--- src/rtl/display_pkg.sv ---
// ---------------------------------------------------------------------------
// display_pkg
// Shared definitions for the display timing generator:
//   - coord_t  : 12-bit pixel/line coordinate type
//   - phase_e  : blanking phase of one axis (ACTIVE/FRONT/SYNC/BACK)
//   - DEF_*    : 640x480@60 (800x525 total) default timing constants
//   - axis_total() : total length of one axis from its four segments
// ---------------------------------------------------------------------------
package display_pkg;

   localparam int COORD_W   = 12;
   localparam int COORD_MAX = (1 << COORD_W) - 1;

   typedef logic [COORD_W-1:0] coord_t;

   typedef enum logic [1:0] {
      ACTIVE = 2'd0,
      FRONT  = 2'd1,
      SYNC   = 2'd2,
      BACK   = 2'd3
   } phase_e;

   localparam int DEF_H_RES  = 640;
   localparam int DEF_H_FP   = 16;
   localparam int DEF_H_SYNC = 96;
   localparam int DEF_H_BP   = 48;
   localparam int DEF_V_RES  = 480;
   localparam int DEF_V_FP   = 10;
   localparam int DEF_V_SYNC = 2;
   localparam int DEF_V_BP   = 33;

   function automatic int axis_total(input int res, input int fp,
                                     input int sync_w, input int bp);
      return res + fp + sync_w + bp;
   endfunction

endpackage

--- src/rtl/display_timings_if.sv ---
// ---------------------------------------------------------------------------
// display_timings_if
// Bundles the timing generator's enable input and its video timing outputs.
//   i_en    : advance enable (driven by the consumer)
//   o_hs    : horizontal sync (polarity set by the generator)
//   o_vs    : vertical sync (polarity set by the generator)
//   o_de    : display enable
//   o_ctrl  : {vsync-active, hsync-active}, active-high TMDS control code
//   o_sx    : current pixel position
//   o_sy    : current line position
//   o_frame : one-cycle pulse on the first pixel of a frame
//   o_line  : one-cycle pulse on the first pixel of a line
// Modports: master = timing generator, slave = pixel pipeline / consumer.
// ---------------------------------------------------------------------------
interface display_timings_if;
   import display_pkg::*;

   logic       i_en;
   logic       o_hs;
   logic       o_vs;
   logic       o_de;
   logic [1:0] o_ctrl;
   coord_t     o_sx;
   coord_t     o_sy;
   logic       o_frame;
   logic       o_line;

   modport master (
      input  i_en,
      output o_hs, o_vs, o_de, o_ctrl, o_sx, o_sy, o_frame, o_line
   );

   modport slave (
      output i_en,
      input  o_hs, o_vs, o_de, o_ctrl, o_sx, o_sy, o_frame, o_line
   );

endinterface

--- src/rtl/timing_axis.sv ---
// ---------------------------------------------------------------------------
// timing_axis
// One timing axis: a counter running 0..TOTAL-1 plus a phase FSM that
// tracks which segment (active, front porch, sync, back porch) the counter
// is in. Used once per pixel for the horizontal axis and once per line
// wrap for the vertical axis.
// Ports:
//   clk, rst_n : clock, asynchronous active-low reset
//   i_step     : advance the counter by one this cycle
//   o_count    : current count
//   o_phase    : phase that o_count lies in
// ---------------------------------------------------------------------------
module timing_axis
   import display_pkg::*;
#(
   parameter int RES    = DEF_H_RES,
   parameter int FP     = DEF_H_FP,
   parameter int SYNC_W = DEF_H_SYNC,
   parameter int BP     = DEF_H_BP
) (
   input  logic   clk,
   input  logic   rst_n,
   input  logic   i_step,
   output coord_t o_count,
   output phase_e o_phase
);

   localparam int TOTAL = axis_total(RES, FP, SYNC_W, BP);

   localparam coord_t C_FRONT = coord_t'(RES);
   localparam coord_t C_SYNC  = coord_t'(RES + FP);
   localparam coord_t C_BACK  = coord_t'(RES + FP + SYNC_W);
   localparam coord_t C_LAST  = coord_t'(TOTAL - 1);

   // A zero-length front porch goes straight from active into sync.
   localparam phase_e AFTER_ACTIVE = (FP == 0) ? SYNC : FRONT;

   if (TOTAL > COORD_MAX || SYNC_W == 0 || RES == 0) begin : g_bad_params
      $error("timing_axis: total exceeds 4095, or sync/active width is 0");
   end

   coord_t count_q, count_d;
   phase_e phase_q, phase_d;

   always_comb begin
      count_d = count_q;
      phase_d = phase_q;
      if (i_step) begin
         if (count_q == C_LAST) begin
            count_d = '0;
         end else begin
            count_d = count_q + coord_t'(1);
         end

         // Phase follows the value the counter is about to take.
         case (phase_q)
            ACTIVE: if (count_d == C_FRONT) phase_d = AFTER_ACTIVE;
            FRONT:  if (count_d == C_SYNC)  phase_d = SYNC;
            SYNC: begin
               // With no back porch the wrap to 0 ends sync directly.
               if (count_d == '0) begin
                  phase_d = ACTIVE;
               end else if (count_d == C_BACK) begin
                  phase_d = BACK;
               end
            end
            BACK:   if (count_d == '0) phase_d = ACTIVE;
            default: phase_d = ACTIVE;
         endcase
      end
   end

   always_ff @(posedge clk or negedge rst_n) begin
      if (!rst_n) begin
         count_q <= '0;
         phase_q <= ACTIVE;
      end else begin
         count_q <= count_d;
         phase_q <= phase_d;
      end
   end

   assign o_count = count_q;
   assign o_phase = phase_q;

endmodule

--- src/rtl/display_timings.sv ---
// ---------------------------------------------------------------------------
// display_timings
// Video timing generator (default 640x480, 800x525 total). Produces sync,
// display-enable, TMDS control code, coordinates and frame/line pulses,
// all registered from the counter state with one cycle of latency.
// Ports:
//   i_clk   : pixel clock
//   i_rst_n : asynchronous active-low reset
//   bus     : display_timings_if.master (i_en in, timing outputs out)
// Configuration macro DISPLAY_TIMINGS_LOOKAHEAD_EN: when defined, o_hs,
// o_vs, o_de and o_ctrl pass through one extra register stage so they line
// up with a one-cycle pixel generator feeding a TMDS encoder; o_sx, o_sy
// and the pulses keep the single-cycle latency.
// ---------------------------------------------------------------------------
module display_timings
   import display_pkg::*;
#(
   parameter int H_RES  = DEF_H_RES,
   parameter int H_FP   = DEF_H_FP,
   parameter int H_SYNC = DEF_H_SYNC,
   parameter int H_BP   = DEF_H_BP,
   parameter int V_RES  = DEF_V_RES,
   parameter int V_FP   = DEF_V_FP,
   parameter int V_SYNC = DEF_V_SYNC,
   parameter int V_BP   = DEF_V_BP,
   parameter bit H_POL  = 1'b0,
   parameter bit V_POL  = 1'b0
) (
   input  logic               i_clk,
   input  logic               i_rst_n,
   display_timings_if.master  bus
);

   localparam int     H_TOTAL = axis_total(H_RES, H_FP, H_SYNC, H_BP);
   localparam coord_t H_LAST  = coord_t'(H_TOTAL - 1);

   coord_t hx, vy;
   phase_e h_phase, v_phase;
   logic   h_wrap, v_step;

   assign h_wrap = (hx == H_LAST);
   assign v_step = bus.i_en & h_wrap;

   timing_axis #(
      .RES(H_RES), .FP(H_FP), .SYNC_W(H_SYNC), .BP(H_BP)
   ) u_h_axis (
      .clk(i_clk), .rst_n(i_rst_n), .i_step(bus.i_en),
      .o_count(hx), .o_phase(h_phase)
   );

   // Vertical axis advances once per horizontal wrap, so vy and the
   // vertical phase change exactly as hx returns to 0.
   timing_axis #(
      .RES(V_RES), .FP(V_FP), .SYNC_W(V_SYNC), .BP(V_BP)
   ) u_v_axis (
      .clk(i_clk), .rst_n(i_rst_n), .i_step(v_step),
      .o_count(vy), .o_phase(v_phase)
   );

   logic hs_act, vs_act;
   assign hs_act = (h_phase == SYNC);
   assign vs_act = (v_phase == SYNC);

   logic       hs_q, hs_d;
   logic       vs_q, vs_d;
   logic       de_q, de_d;
   logic [1:0] ctrl_q, ctrl_d;
   coord_t     sx_q, sx_d;
   coord_t     sy_q, sy_d;
   logic       frame_q, frame_d;
   logic       line_q, line_d;

   // Output stage: levels hold and pulses drop while i_en is low.
   always_comb begin
      hs_d    = hs_q;
      vs_d    = vs_q;
      de_d    = de_q;
      ctrl_d  = ctrl_q;
      sx_d    = sx_q;
      sy_d    = sy_q;
      frame_d = 1'b0;
      line_d  = 1'b0;
      if (bus.i_en) begin
         hs_d    = hs_act ? H_POL : ~H_POL;
         vs_d    = vs_act ? V_POL : ~V_POL;
         de_d    = (h_phase == ACTIVE) && (v_phase == ACTIVE);
         ctrl_d  = {vs_act, hs_act};
         sx_d    = hx;
         sy_d    = vy;
         line_d  = (hx == '0);
         frame_d = (hx == '0) && (vy == '0);
      end
   end

   always_ff @(posedge i_clk or negedge i_rst_n) begin
      if (!i_rst_n) begin
         hs_q    <= ~H_POL;
         vs_q    <= ~V_POL;
         de_q    <= 1'b0;
         ctrl_q  <= 2'b00;
         sx_q    <= '0;
         sy_q    <= '0;
         frame_q <= 1'b0;
         line_q  <= 1'b0;
      end else begin
         hs_q    <= hs_d;
         vs_q    <= vs_d;
         de_q    <= de_d;
         ctrl_q  <= ctrl_d;
         sx_q    <= sx_d;
         sy_q    <= sy_d;
         frame_q <= frame_d;
         line_q  <= line_d;
      end
   end

   assign bus.o_sx    = sx_q;
   assign bus.o_sy    = sy_q;
   assign bus.o_frame = frame_q;
   assign bus.o_line  = line_q;

`ifdef DISPLAY_TIMINGS_LOOKAHEAD_EN
   logic       hs2_q, hs2_d;
   logic       vs2_q, vs2_d;
   logic       de2_q, de2_d;
   logic [1:0] ctrl2_q, ctrl2_d;

   // Extra delay stage for the level outputs; it advances only with i_en
   // so a stalled pipeline stays aligned.
   always_comb begin
      hs2_d   = hs2_q;
      vs2_d   = vs2_q;
      de2_d   = de2_q;
      ctrl2_d = ctrl2_q;
      if (bus.i_en) begin
         hs2_d   = hs_q;
         vs2_d   = vs_q;
         de2_d   = de_q;
         ctrl2_d = ctrl_q;
      end
   end

   always_ff @(posedge i_clk or negedge i_rst_n) begin
      if (!i_rst_n) begin
         hs2_q   <= ~H_POL;
         vs2_q   <= ~V_POL;
         de2_q   <= 1'b0;
         ctrl2_q <= 2'b00;
      end else begin
         hs2_q   <= hs2_d;
         vs2_q   <= vs2_d;
         de2_q   <= de2_d;
         ctrl2_q <= ctrl2_d;
      end
   end

   assign bus.o_hs   = hs2_q;
   assign bus.o_vs   = vs2_q;
   assign bus.o_de   = de2_q;
   assign bus.o_ctrl = ctrl2_q;
`else
   assign bus.o_hs   = hs_q;
   assign bus.o_vs   = vs_q;
   assign bus.o_de   = de_q;
   assign bus.o_ctrl = ctrl_q;
`endif

endmodule

--- src/flat_wrapper.sv ---
// flat-port wrapper written by rule: the top's interface ports become plain ports
module display_timings_flat import display_pkg::*;
#(
   parameter int H_RES  = DEF_H_RES,
   parameter int H_FP   = DEF_H_FP,
   parameter int H_SYNC = DEF_H_SYNC,
   parameter int H_BP   = DEF_H_BP,
   parameter int V_RES  = DEF_V_RES,
   parameter int V_FP   = DEF_V_FP,
   parameter int V_SYNC = DEF_V_SYNC,
   parameter int V_BP   = DEF_V_BP,
   parameter bit H_POL  = 1'b0,
   parameter bit V_POL  = 1'b0
)
  (i_clk, i_rst_n, bus_i_en, bus_o_hs, bus_o_vs, bus_o_de, bus_o_ctrl, bus_o_sx, bus_o_sy, bus_o_frame, bus_o_line);
  display_timings_if bus_i ();
  input  logic i_clk;
  input  logic i_rst_n;
  input wire logic [$bits(bus_i.i_en)-1:0] bus_i_en;
  output wire logic [$bits(bus_i.o_hs)-1:0] bus_o_hs;
  output wire logic [$bits(bus_i.o_vs)-1:0] bus_o_vs;
  output wire logic [$bits(bus_i.o_de)-1:0] bus_o_de;
  output wire logic [$bits(bus_i.o_ctrl)-1:0] bus_o_ctrl;
  output wire logic [$bits(bus_i.o_sx)-1:0] bus_o_sx;
  output wire logic [$bits(bus_i.o_sy)-1:0] bus_o_sy;
  output wire logic [$bits(bus_i.o_frame)-1:0] bus_o_frame;
  output wire logic [$bits(bus_i.o_line)-1:0] bus_o_line;
  assign bus_i.i_en = bus_i_en;
  assign bus_o_hs = bus_i.o_hs;
  assign bus_o_vs = bus_i.o_vs;
  assign bus_o_de = bus_i.o_de;
  assign bus_o_ctrl = bus_i.o_ctrl;
  assign bus_o_sx = bus_i.o_sx;
  assign bus_o_sy = bus_i.o_sy;
  assign bus_o_frame = bus_i.o_frame;
  assign bus_o_line = bus_i.o_line;
  display_timings #(.H_RES(H_RES), .H_FP(H_FP), .H_SYNC(H_SYNC), .H_BP(H_BP), .V_RES(V_RES), .V_FP(V_FP), .V_SYNC(V_SYNC), .V_BP(V_BP), .H_POL(H_POL), .V_POL(V_POL)) u_core (.i_clk(i_clk), .i_rst_n(i_rst_n), .bus(bus_i));
endmodule
--- config.mk ---
export PLATFORM = sky130hd
export DESIGN_NAME = display_timings_flat
export DESIGN_NICKNAME = d
export VERILOG_FILES = /design/src/rtl/display_pkg.sv /design/src/rtl/display_timings_if.sv /design/src/rtl/timing_axis.sv /design/src/rtl/display_timings.sv /design/src/flat_wrapper.sv
export SDC_FILE = /design/constraint.sdc
export NUM_CORES = 1
export LEC_CHECK = 0
export BUFFER_PORTS_ARGS = -buffer_cell sky130_fd_sc_hd__buf_2
export CORE_ASPECT_RATIO = 0.6
export CORE_UTILIZATION = 51
export DETAILED_ROUTE_END_ITERATION = 10
export PLACE_DENSITY = 0.73
export SLEW_MARGIN = 10
export SYNTH_ARGS = -nofsm -noshare
export SYNTH_HDL_FRONTEND = slang
export SYNTH_SLANG_ARGS = --single-unit
export TNS_END_PERCENT = 1
--- constraint.sdc ---
create_clock -name i_clk -period 2.8 [get_ports i_clk]
set_input_delay 0.28 -clock i_clk [delete_from_list [all_inputs] [get_ports i_clk]]
set_output_delay 0.28 -clock i_clk [all_outputs]
set_load 0.01 [all_outputs]
# [After elaboration in Yosys (flattened, before gate mapping)]
# Cells that the tools add are included.
[op_classes] shift=0 multipliers=0 n_eq_ne=22 div_mod_pow=0 order_cmp=0 bitwise_logic=1 muxes=20 reduce_logical=10 addsub=2
[op_table] operator="12-bit by 10-bit equality test with 1-bit output (second input constant)" count=5
[op_table] operator="12-bit logical NOT" count=4
[op_table] operator="12-bit two-way mux" count=4
[op_table] operator="12-bit by 9-bit equality test with 1-bit output (second input constant)" count=3
[op_table] operator="12-bit by 1-bit adder with 12-bit output (second input constant)" count=2
[op_table] operator="2-bit two-way mux" count=10
[op_table] operator="2-bit case mux with 4 select lines" count=2
[op_table] operator="2-bit inequality test (second input constant)" count=6
[op_table] operator="5-bit AND reduction" count=2
[op_table] operator="2-bit equality test (second input constant)" count=4
[op_table] operator="3-bit inequality test (second input constant)" count=2
[op_table] operator="2-bit by 1-bit equality test with 1-bit output (second input constant)" count=2
[op_table] operator="2-bit logical NOT" count=2
[op_table] operator="1-bit two-way mux" count=4
[op_table] operator="1-bit logical AND" count=2
[op_table] operator="1-bit bitwise AND" count=1
[word_totals] n_memories=0 wordCells=67 ramBits=0 input_bits=3 mem_bits_ro=0 output_inout_bits=31 latch_bits=0 ff_bits=59

# [Longest topological paths before layout]
# Gate-level depths: netlist of run 1.
[logic_depth] word_depth=7 ltp_mapped=10 mapped_depth_nobuf=9

# [Cells and area by module]
# From an unflattened synthesis of run 1, not the netlist that was laid out.
[unflattened] cells_unflattened=330 hier_area_um2=3452.1
[modules_own_cells] mod="display_timings" cells_per_inst=83 instances=1 seq_area_each_um2=778.2 area_each_um2=1252.5
[modules_own_cells] mod="timing_axis (u_core.u_h_axis)" cells_per_inst=120 instances=1 seq_area_each_um2=350.3 area_each_um2=1126.1
[modules_own_cells] mod="timing_axis (u_core.u_v_axis)" cells_per_inst=127 instances=1 seq_area_each_um2=350.3 area_each_um2=1073.5

# [Least setup slack after synthesis of run 1]
# OpenSTA, ideal clock, no wires.
[synth_path] path_kind="flip-flop to flip-flop" startpoint="register u_core.u_v_axis.count_q[0], in the netlist u_core.u_v_axis.o_count[0]" endpoint="register u_core.u_v_axis.phase_q[0], in the netlist u_core.u_v_axis.o_phase[0]" synth_period_minus_slack_ns=2.705 setup_time_ns=0.126 t_required_ns=2.674 arrival_ns=2.579 path_stages_with_launch=10 path_buffers=1 slack_ns=0.095 path_cell_list="dfrtp_1 ha_1 clkbuf_1 or4bb_1 a31oi_1 o21ai_2 a2111oi_2 or4b_1 mux2i_1 a21oi_1"
[synth_between] elab_chain_len=6 elab_cells_between_ends=15 classes_between="1 x add/sub; 8 x eq/ne; 4 x mux; 2 x reduce/logical"
[synth_lines] item="start: declaration" line_no="timing_axis.sv:42" text="coord_t count_q, count_d;"
[synth_lines] item="start signal: assignment" line_no="timing_axis.sv:78" text="count_q <= count_d;"
[synth_lines] item="12-bit by 1-bit adder with 12-bit output / 12-bit by 10-bit equality test with 1-bit output (equally long branches)" line_no="timing_axis.sv:52, timing_axis.sv:49"
[synth_lines] item="12-bit two-way mux (*)" line_no="timing_axis.sv:49" text="if (count_q == C_LAST) begin"
[synth_lines] item="12-bit two-way mux (*)" line_no="timing_axis.sv:48" text="if (i_step) begin"
[synth_lines] item="12-bit by 9-bit equality test with 1-bit output, or another cell as far along" line_no="timing_axis.sv:63" text="end else if (count_d == C_BACK) begin"
[synth_lines] item="3-bit inequality test (no source line), or another cell as far along"
[synth_lines] item="5-bit AND reduction (no source line) / 2-bit case mux with 4 select lines (equally long branches)"
[synth_lines] item="end signal: assignment" line_no="timing_axis.sv:79" text="phase_q <= phase_d;"
[synth_lines] item="end: declaration" line_no="timing_axis.sv:43" text="phase_e phase_q, phase_d;"
# Mark *: on every way between the ends. The rest lies on a longest branch, timed or not. The select of a mux whose other input is x is not followed.
# A chain may end at the register's enable or synchronous reset.

# [Worst setup path after layout of run 1]
# Same ends and word-level chain as after synthesis.

==> results.txt, run 1 <==
Worst setup path startpoint: u_core.u_v_axis.o_count[0]. The count of inserted antenna diode cells was 0. Among all flip-flop cells after synthesis, the most frequent one is dfrtp_1.

The power density relative to cell area works out to 758.3 nW/um^2. The relative contribution of the clock network to total power is 27.3%, and the maximum VDD drop is 472.3 uV. The tools report the final count of hold timing violations as 0. Global routing consumed, on the met1 layer, 38.88% of the routing resources. Compared with the post-synthesis result, the final layout area differs by 22.20%. In the synthesized netlist the async set-or-reset flop fraction comes to 100.0%. The flow ran to the end, and the final reports show no timing, DRC or antenna violations. The first global-routing pass estimated 12,470 um of wire. For the pin with the worst max-slew slack, the measured transition is 0.7379 ns. The via count of the first global-routing pass was 2,457.

At the worst endpoint, the required time is 3.03 ns. The depth of the CTS H-tree is 3, and the floorplan row count is 21. The number of nets in the synthesized netlist is 326. The logs give 0 for the number of antenna violations at the first check in global routing and 0.005560 ns for the largest clock skew in the final design. The worst setup path is of the reg2reg kind. The count of port buffers added during placement works out to 33.

The setup-violating endpoint count in the final report came out at 0. The floorplan step set the die width to 104.3 um. Entering global routing, the biggest net connects 60 pins.

Number of buffers created by CTS: 9. The area share of the largest cell type after synthesis is 44.55%. For the final-layout worst hold slack, the log shows 0.08922 ns.

Ranked by total cell area, the synthesized netlist is headed by dfrtp_1, mux2_2, xnor2_1. The routed design has 7491 um of wire. The synthesized area per cell works out to 10.10 um^2. Max capacitance violation total: 0. The synthesized design spends more area on one cell type than any other, namely dfrtp_1.

Global routing met3 resource utilization: 7.246%. Clock-pin slew was measured on the worst setup and hold paths at 0.07 ns. Fill cells in the final layout number 459.

Yosys mapped a number of flops with a built-in enable equal to 0. Setup repair after global routing could not meet its margin everywhere. The kind of end point of the critical path was a flip-flop. The floorplan step defined a core boundary enclosing 5807 um^2. The power dissipated by switching net loads is 1020 uW. In this run the remaining antenna-violating nets after routing total 0.

34 I/O pins were placed. Subtracting the final worst setup slack from the clock period gives 2.696 ns. For this run, the total global-route usage over all layers was measured as 24.93%. TritonCTS built the clock tree.

The tools report the placer's final routability congestion estimate as 0.9616. Yosys printed 0 warnings. The post-synthesis register bit count was 59; the number of DRC violations after detailed routing was 0.

For the count of pins over their slew limit, the log shows 0. The final period utilization is 96.29%, and the initial core utilization is 55.14%. The die is 63.38 um tall.

The most common cell after layout, fill and taps aside is dfrtp_1. The clock net sink count was 59. The largest driver fanout on the critical path came out at 6. The share of total power dissipated in sequential elements is 38.2%. In this run the tightest slew margin relative to its limit is 50.81%. Combinational logic burns 34.5% of the power. In this run the static leakage power is 0.001777 uW. The die covers 6609 um^2. Synthesis produced a netlist whose cell count is 317. Detailed placement ended at an HPWL of 5325 um. At the later pin of the worst-skew pair, clock insertion delay measures 0.34 ns. Global routing consumed, on the met2 layer, 30.96% of the routing resources.

Category of the worst setup path launch point: a flip-flop. The number of hold buffers added after CTS was 0. The routing layer with the top usage in global route is met1. In this run the critical register-to-register path is launched from u_core.u_v_axis.o_count[0]. Post-synth design cell area: 3202 um^2.

Yosys mapped the design onto 55 distinct sky130hd cell types. The average wire length per cell after detail routing works out to 16.28 um. In this run the worst hold path is classified as in2async.

The share of cells above drive strength 1 was 33.42%; the arrival time of data at the critical path endpoint was 2.92 ns. For this block, the initial DRC count from the detailed router was 208. For this run the aggregate overflow at the end of global routing stands at 0. The internal portion of the total power is 1947 uW.

In this run the deepest clock path goes through 2 buffers. Of the total power, the share spent switching nets is 34.37%. Derived from the worst setup path, the maximum achievable clock frequency is 370.9 MHz. The final standard cell utilization of the core came out at 67.38%. The per-cell via count in the routed design came out at 5.793. The cell sitting at the root of the clock tree is a clkbuf_8.

The post-synthesis sequential area ratio was 46.19%; the final-stage net count was 385. Vias after detailed routing: 2,665. In the layout the commonest cells are dfrtp_1, buf_4, buf_2. The first-pass iteration count of the detailed router came out at 5.
## path summary, 6_finish.rpt
path / slack [ns] / cells after the start / to
worst max-delay path: 0.10 / 9 / u_core.u_v_axis.o_phase[0]
worst min register to register: 0.50 / 1 / u_core.bus.o_sx[9]
worst min-delay path: 0.09 / 2 / u_core.bus.o_sx[5]
worst max register to register: 0.10 / 9 / u_core.u_v_axis.o_phase[0]
min in group i_clk: 0.29 / 3 / u_core.u_h_axis.o_count[10]
max in group asynchronous: 2.20 / 2 / u_core.u_v_axis.o_count[0]
## timing repair
action                     in CTS  in global routing
buffers inserted                1                  2
setup endpoints to repair       1                  2
pin swaps                       3                  4
gates resized for setup         8                  4
## kinds of logic (layout without fill, tap and decap cells)
| group | Yosys count | after routing | share of synthesized area [%] |
|---|---|---|---|
| compound gates | 55 | 55 | 10.98 |
| xor+xnor | 23 | 23 | 6.292 |
| fa+ha+maj | 6 | 6 | 2.345 |
| buf+inv | 30 | 93 | 3.830 |
| flops | 59 | 59 | 46.19 |
| mux | 27 | 27 | 9.457 |
| simple gates | 117 | 117 | 20.91 |
## power by group through the flow
stage               clock (uW)  combinational [uW]  sequential [uW]
finish                     811                1020             1130
global route               867                1120             1150
CTS                        826                 980             1130
detailed placement           0                 961             1140
global placement             0                 948             1130
floorplan                    0                 537             1150
## per-stage QoR
stage / power (uW) / setup WS, ns / std cells / setup TNS [ns] / cell area, um^2
after floorplan: 1690 / 0.09488 / 317 / 0 / 3202
after global placement: 2079 / 0.08298 / 442 / 0 / 3622
after detailed placement: 2100 / -0.06943 / 442 / -0.06943 / 3622
after CTS: 2932 / 0.001461 / 458 / 0 / 3880
after global routing: 3140 / -0.02591 / 460 / -0.02591 / 3913
final: 2967 / 0.1040 / 460 / 0 / 3913
## critical path: stages (launching register included)
cell	delay [ns]
dfrtp_2	0.45
inv_2	0.09
ha_4	0.13
or4b_4	0.51
nor3_4	0.23
o21ai_2	0.09
a2111oi_4	0.32
or4b_4	0.52
mux2i_1	0.18
a21oi_1	0.05
## cell usage after synthesis (2+ instances only)
cell type,number
dfrtp_1,57
mux2_2,26
nand2_1,21
o21ai_0,19
nor2_1,18
clkbuf_1,15
nand3_1,15
xnor2_1,15
and3_1,11
nand4_1,11
inv_1,10
nor3_1,9
a21oi_1,8
a31oi_1,8
xor2_1,8
o31ai_1,7
ha_1,6
and2_1,4
and4_1,3
nor4_1,3
buf_1,2
buf_2,2
dfstp_2,2
nand2b_1,2
nand4b_1,2
nor2b_1,2
o21a_1,2
or3_1,2
## layer usage
layer	share of wire (%)	up-vias
li1	-	1275
met1	52	1264
met2	38	106
met3	8.5	20
met4	1.7	0
met5	0	-
## final cells by class
type / count / area (um^2) / area share (%)
multi-input cells: 228 / 1663 / 42.50
inverters: 10 / 37.54 / 0.9594
well taps: 80 / 100.1 / 2.558
clock buffers: 13 / 168.9 / 4.317
flip-flops and latches: 59 / 1480 / 37.83
clock inverters: 2 / 35.03 / 0.8954
repair buffers: 68 / 427.9 / 10.94
## flip-flops by register name, summed over array words and instances, names as in the netlist
name and flops:
u_core.bus.o_ctrl 2, u_core.bus.o_de 1, u_core.bus.o_frame 1, u_core.bus.o_hs 1
u_core.bus.o_line 1, u_core.bus.o_sx 12, u_core.bus.o_sy 12, u_core.bus.o_vs 1
u_core.u_h_axis.o_count 12, u_core.u_h_axis.o_phase 2, u_core.u_v_axis.o_count 12, u_core.u_v_axis.o_phase 2
Power figures use the tool's default switching activity.
==> run 2: changes to the inputs <==
- SYNTH_HIERARCHICAL: not set -> 1
==> run 2 against run 1 <==
Power down 2.1%. Register-to-register slack better by 0.05 ns. Sequential share of layout area fell by 0.15 points. Final cell count is 1.7% lower.
==> results.txt, run 2 <==
The instance area at placement came out at 3632 um^2 (+0.28%). The floorplan row count was 22 (+4.8%). The most common cell in the synthesized netlist is dfrtp_1.

For the setup total negative slack, the log shows 0 ns (unchanged). The flow ran to the end, and the final reports show no timing, DRC or antenna violations. In this run the worst hold path is classified as in2async. The count of different cell masters after synthesis is 70 (+27%), and the average wire length per cell after detail routing is 18.29 um (+12%).

The placer's final routability congestion estimate is 0.9012 (-6.3%), and the final period utilization is 94.53% (-1.8 points). TritonCTS built the clock tree. The synthesized design spends more area on one cell type than any other, namely dfrtp_1.

The power density relative to cell area came out at 740.1 nW/um^2 (-2.4%). The run gives 0 (unchanged) as the number of DRC violations after detailed routing. By startpoint and endpoint, the worst setup path is classified as reg2reg. The run gives 5872 um (+10%) as the estimated wirelength of the detail-placed design.

The worst-path cell with the longest stage delay is dfrtp_1. The tools report the Yosys warning count as 6 (+6). For the clock latency on the worst-skew pair, the log shows 0.32 ns (-0.02 ns).

The library cells used most frequently in the layout, excluding fill and tap cells, are dfrtp_1, buf_2, nand2_1. The post-layout minimum cycle time is 2.647 ns (-0.04912 ns), and the clock-pin slew reported for the worst setup and hold paths after clock tree synthesis is 0.05 ns (-0.02 ns). The tools report the number of routed nets with antenna violations as 0 (unchanged). The transition at the pin with the smallest max-transition slack was 1.024 ns (+0.2858 ns); the number of fill cells was 534 (+16%). The area growth from synthesis to layout is 13.70%.

The run gives 34 (unchanged) as the number of top-level pins. The tools report the number of antenna violations at the first check in global routing as 0 (unchanged). The required time at the endpoint of the critical path was 3.00 ns (-0.03 ns); the floorplan die width was 108.2 um (+3.8%).

The largest stage delay on the critical path is 0.49 ns (-0.03 ns), and the leakage component of the power is 0.001705 uW (-4.1%). The final count of hold timing violations came out at 0 (unchanged). Setup repair after global routing left no endpoint under its margin.

The run gives 0 (-1) as the number of post-CTS setup repair buffers. The logs give 13,590 um (+9.0%) for the wire length of the first global-routing pass and 2,630 (+7.0%) for the via count of the first global-routing pass. The largest clock skew in the final design is 0.005766 ns (+0.0002064 ns), and the post-synthesis register bit count is 59 (unchanged). For the max capacitance violation total, the log shows 0 (unchanged). For the count of hold buffers inserted by post-cts repair, the log shows 0 (unchanged). The design area was 3925 um^2 (+0.32%); the net count after synthesis was 337 (+3.4%). The clock net sink count is 59 (unchanged). The logs give 0 (unchanged) for the global-route congestion overflow total and 0 (unchanged) for the count of inserted antenna diode cells. For the wire length reported by the detailed router, the log shows 8265 um (+10%). The synthesized area per cell is 10.46 um^2 (+3.6%), and the area share of the largest cell type after synthesis is 41.32% (-3.2 points). The buffering stage count on the worst path with inverters included was 0 (-1). The die outline area came out at 7113 um^2 (+7.6%). The maximum VDD drop came out at 497.5 uV (+5.3%).

Category of the worst setup path launch point: a flip-flop. The maximum count of clock buffers along a single path is 2 (unchanged), and the vias after detailed routing is 2,811 (+5.5%). The kind of cell with the highest combined delay along the critical path is simple AND/OR/NAND/NOR gates. Root buffer selected by CTS: clkbuf_16. For the setup-violating endpoint count in the final report, the log shows 0 (unchanged).

The per-cell via count in the routed design is 6.219 (+7.3%). The number of synthesized flops with an enable pin came out at 0 (unchanged). Kind of end point of the critical path: a flip-flop. The number of instances in the synthesized netlist was 330 (+4.1%). The count of port buffers added during placement came out at 33 (unchanged). The depth of the CTS H-tree is 3 (unchanged). The tools report the combined global-route utilization of all metal layers as 26.04% (+1.1 points). Among all flip-flop cells after synthesis, the most frequent one is dfrtp_1. By count the netlist is led by dfrtp_1, nand2_1, mux2_2. The count of pins over their slew limit was 0 (unchanged).

The post-synthesis sequential area ratio is 42.84% (-3.3 points), and the first-pass iteration count of the detailed router is 8 (+3). The share of cells above drive strength 1 works out to 29.62% (-3.8 points). Leaving out fill and tap cells, the most frequent cell in the layout is dfrtp_1. The arrival time of data at the critical path endpoint is 2.85 ns (-0.07 ns). The tools report the number of buffers created by CTS as 9 (unchanged). The worst slew slack as a fraction of its limit is 31.76% (-19 points).

Ranked by total cell area, the synthesized netlist is headed by dfrtp_1, mux2_2, xnor2_1. For the core area, the log shows 6331 um^2 (+9.0%). The maximum clock frequency is 377.8 MHz (+1.9%). The tools report the initial DRC count as 284 (+37%).

The share of async-settable or async-resettable flops after synthesis is 100.0% (unchanged). The vertical extent of the die came out at 65.73 um (+3.7%). The largest driver fanout on the critical path is 9 (+3), and the post-synth design cell area is 3452 um^2 (+7.8%). The run gives 371 (-3.6%) as the final-stage net count. The maximum number of pins on one net before global-route repair was 47 (-22%).

The signal on the critical path passes through ha_1 > nand2_1 > or3_1 > a221oi_1 > and4_1 > nor2_1 > a21oi_2 > mux2_1. Initial core utilization: 54.53% (-0.61 points).
[run 2: cell count changes in the layout (fill, tap and decap cells not counted), moves of 3 or more]
cell | before | now
or3_1 | 2 | 5
nor2_1 | 18 | 15
o21ai_0 | 19 | 13
buf_4 | 35 | 10
clkbuf_8 | 12 | 1
nand2_1 | 21 | 31
and3_1 | 11 | 5
nor4_1 | 3 | 6
inv_1 | 8 | 14
clkbuf_16 | 0 | 9
and2_1 | 4 | 1
a31oi_1 | 6 | 0
[run 2: routing by layer]
metal / global-route usage (%) / up-vias / share of wire (%)
met5: 0 / - / 0
met2: 33.52 / 177 / 39
met3: 9.425 / 21 / 12
met4: 8.733 / 0 / 1.7
met1: 39.19 / 1330 / 48
li1: - / 1283 / -
[run 2: kinds of logic (layout without fill, tap and decap cells)]
family          count (synthesis)  count (layout)  synth area share (%)
buf+inv                        35              73                 6.415
flops                          59              59                 42.84
xor+xnor                       20              20                 5.074
simple gates                  125             125                 22.00
compound gates                 57              57                 12.50
mux                            30              30                 9.714
fa+ha+maj                       4               4                 1.450
[run 2: final timing paths]
| kind | start | to | slack (ns) | cells after the start |
|---|---|---|---|---|
| setup / recovery | u_core/u_h_axis/o_count[1] | u_core/u_h_axis/o_phase[0] | 0.15 | 8 |
| hold / removal | i_rst_n | u_core/bus.o_ctrl[1] | 0.14 | 1 |
| setup reg to reg | u_core/u_h_axis/o_count[1] | u_core/u_h_axis/o_phase[0] | 0.15 | 8 |
| hold reg to reg | u_core/bus.o_sx[9] | u_core/bus.o_sx[9] | 0.50 | 1 |
| max in group asynchronous | i_rst_n | u_core/bus.o_sy[11] | 1.88 | 2 |
| min in group i_clk | bus_i_en | u_core/bus.o_frame | 0.30 | 3 |
[run 2: worst reg2reg max path, cell delays in order (launching register included)]
cell	delay [ns]
dfrtp_1	0.49
ha_1	0.35
nand2_1	0.17
or3_1	0.39
a221oi_1	0.32
and4_1	0.23
nor2_1	0.07
a21oi_2	0.18
mux2_1	0.33
[run 2: cell type report]
cell class	instances	area, um^2	share of cell area, %
sequential	59	1479	37.68
tap	84	105.1	2.678
clock buffer	10	239.0	6.089
inverter	15	56.30	1.434
clock inverter	5	53.80	1.371
multi-input combinational	236	1752	44.63
timing repair buffer	43	240.2	6.120
[run 2: where the power goes]
part / internal, uW / switching (uW)
combinational: 305 / 384
clock: 702 / 363
sequential: 972 / 178
total: 1980 / 925
[run 2: through the flow]
| stage | std cells | hold WS (ns) | util [%] | worst slack (ns) | total power (uW) |
|---|---|---|---|---|---|
| after CTS | 452 | 0.1836 | 62.00 | 0.1922 | 2907 |
| after global routing | 452 | 0.2247 | 62.00 | 0.04031 | 3049 |
| after detailed placement | 437 | 0.4907 | 57.37 | 0.2116 | 1820 |
| after floorplan | 330 | -0.01559 | - | 0.4245 | 1637 |
| final | 452 | 0.1375 | 62.00 | 0.1531 | 2905 |
| after global placement | 437 | 0.4839 | 57.37 | 0.3842 | 1796 |
[run 2: repair_timing]
item | in CTS | in global routing
hold endpoints to repair | 0 | 0
setup endpoints to repair | 0 | 1
resized for setup | 0 | 1
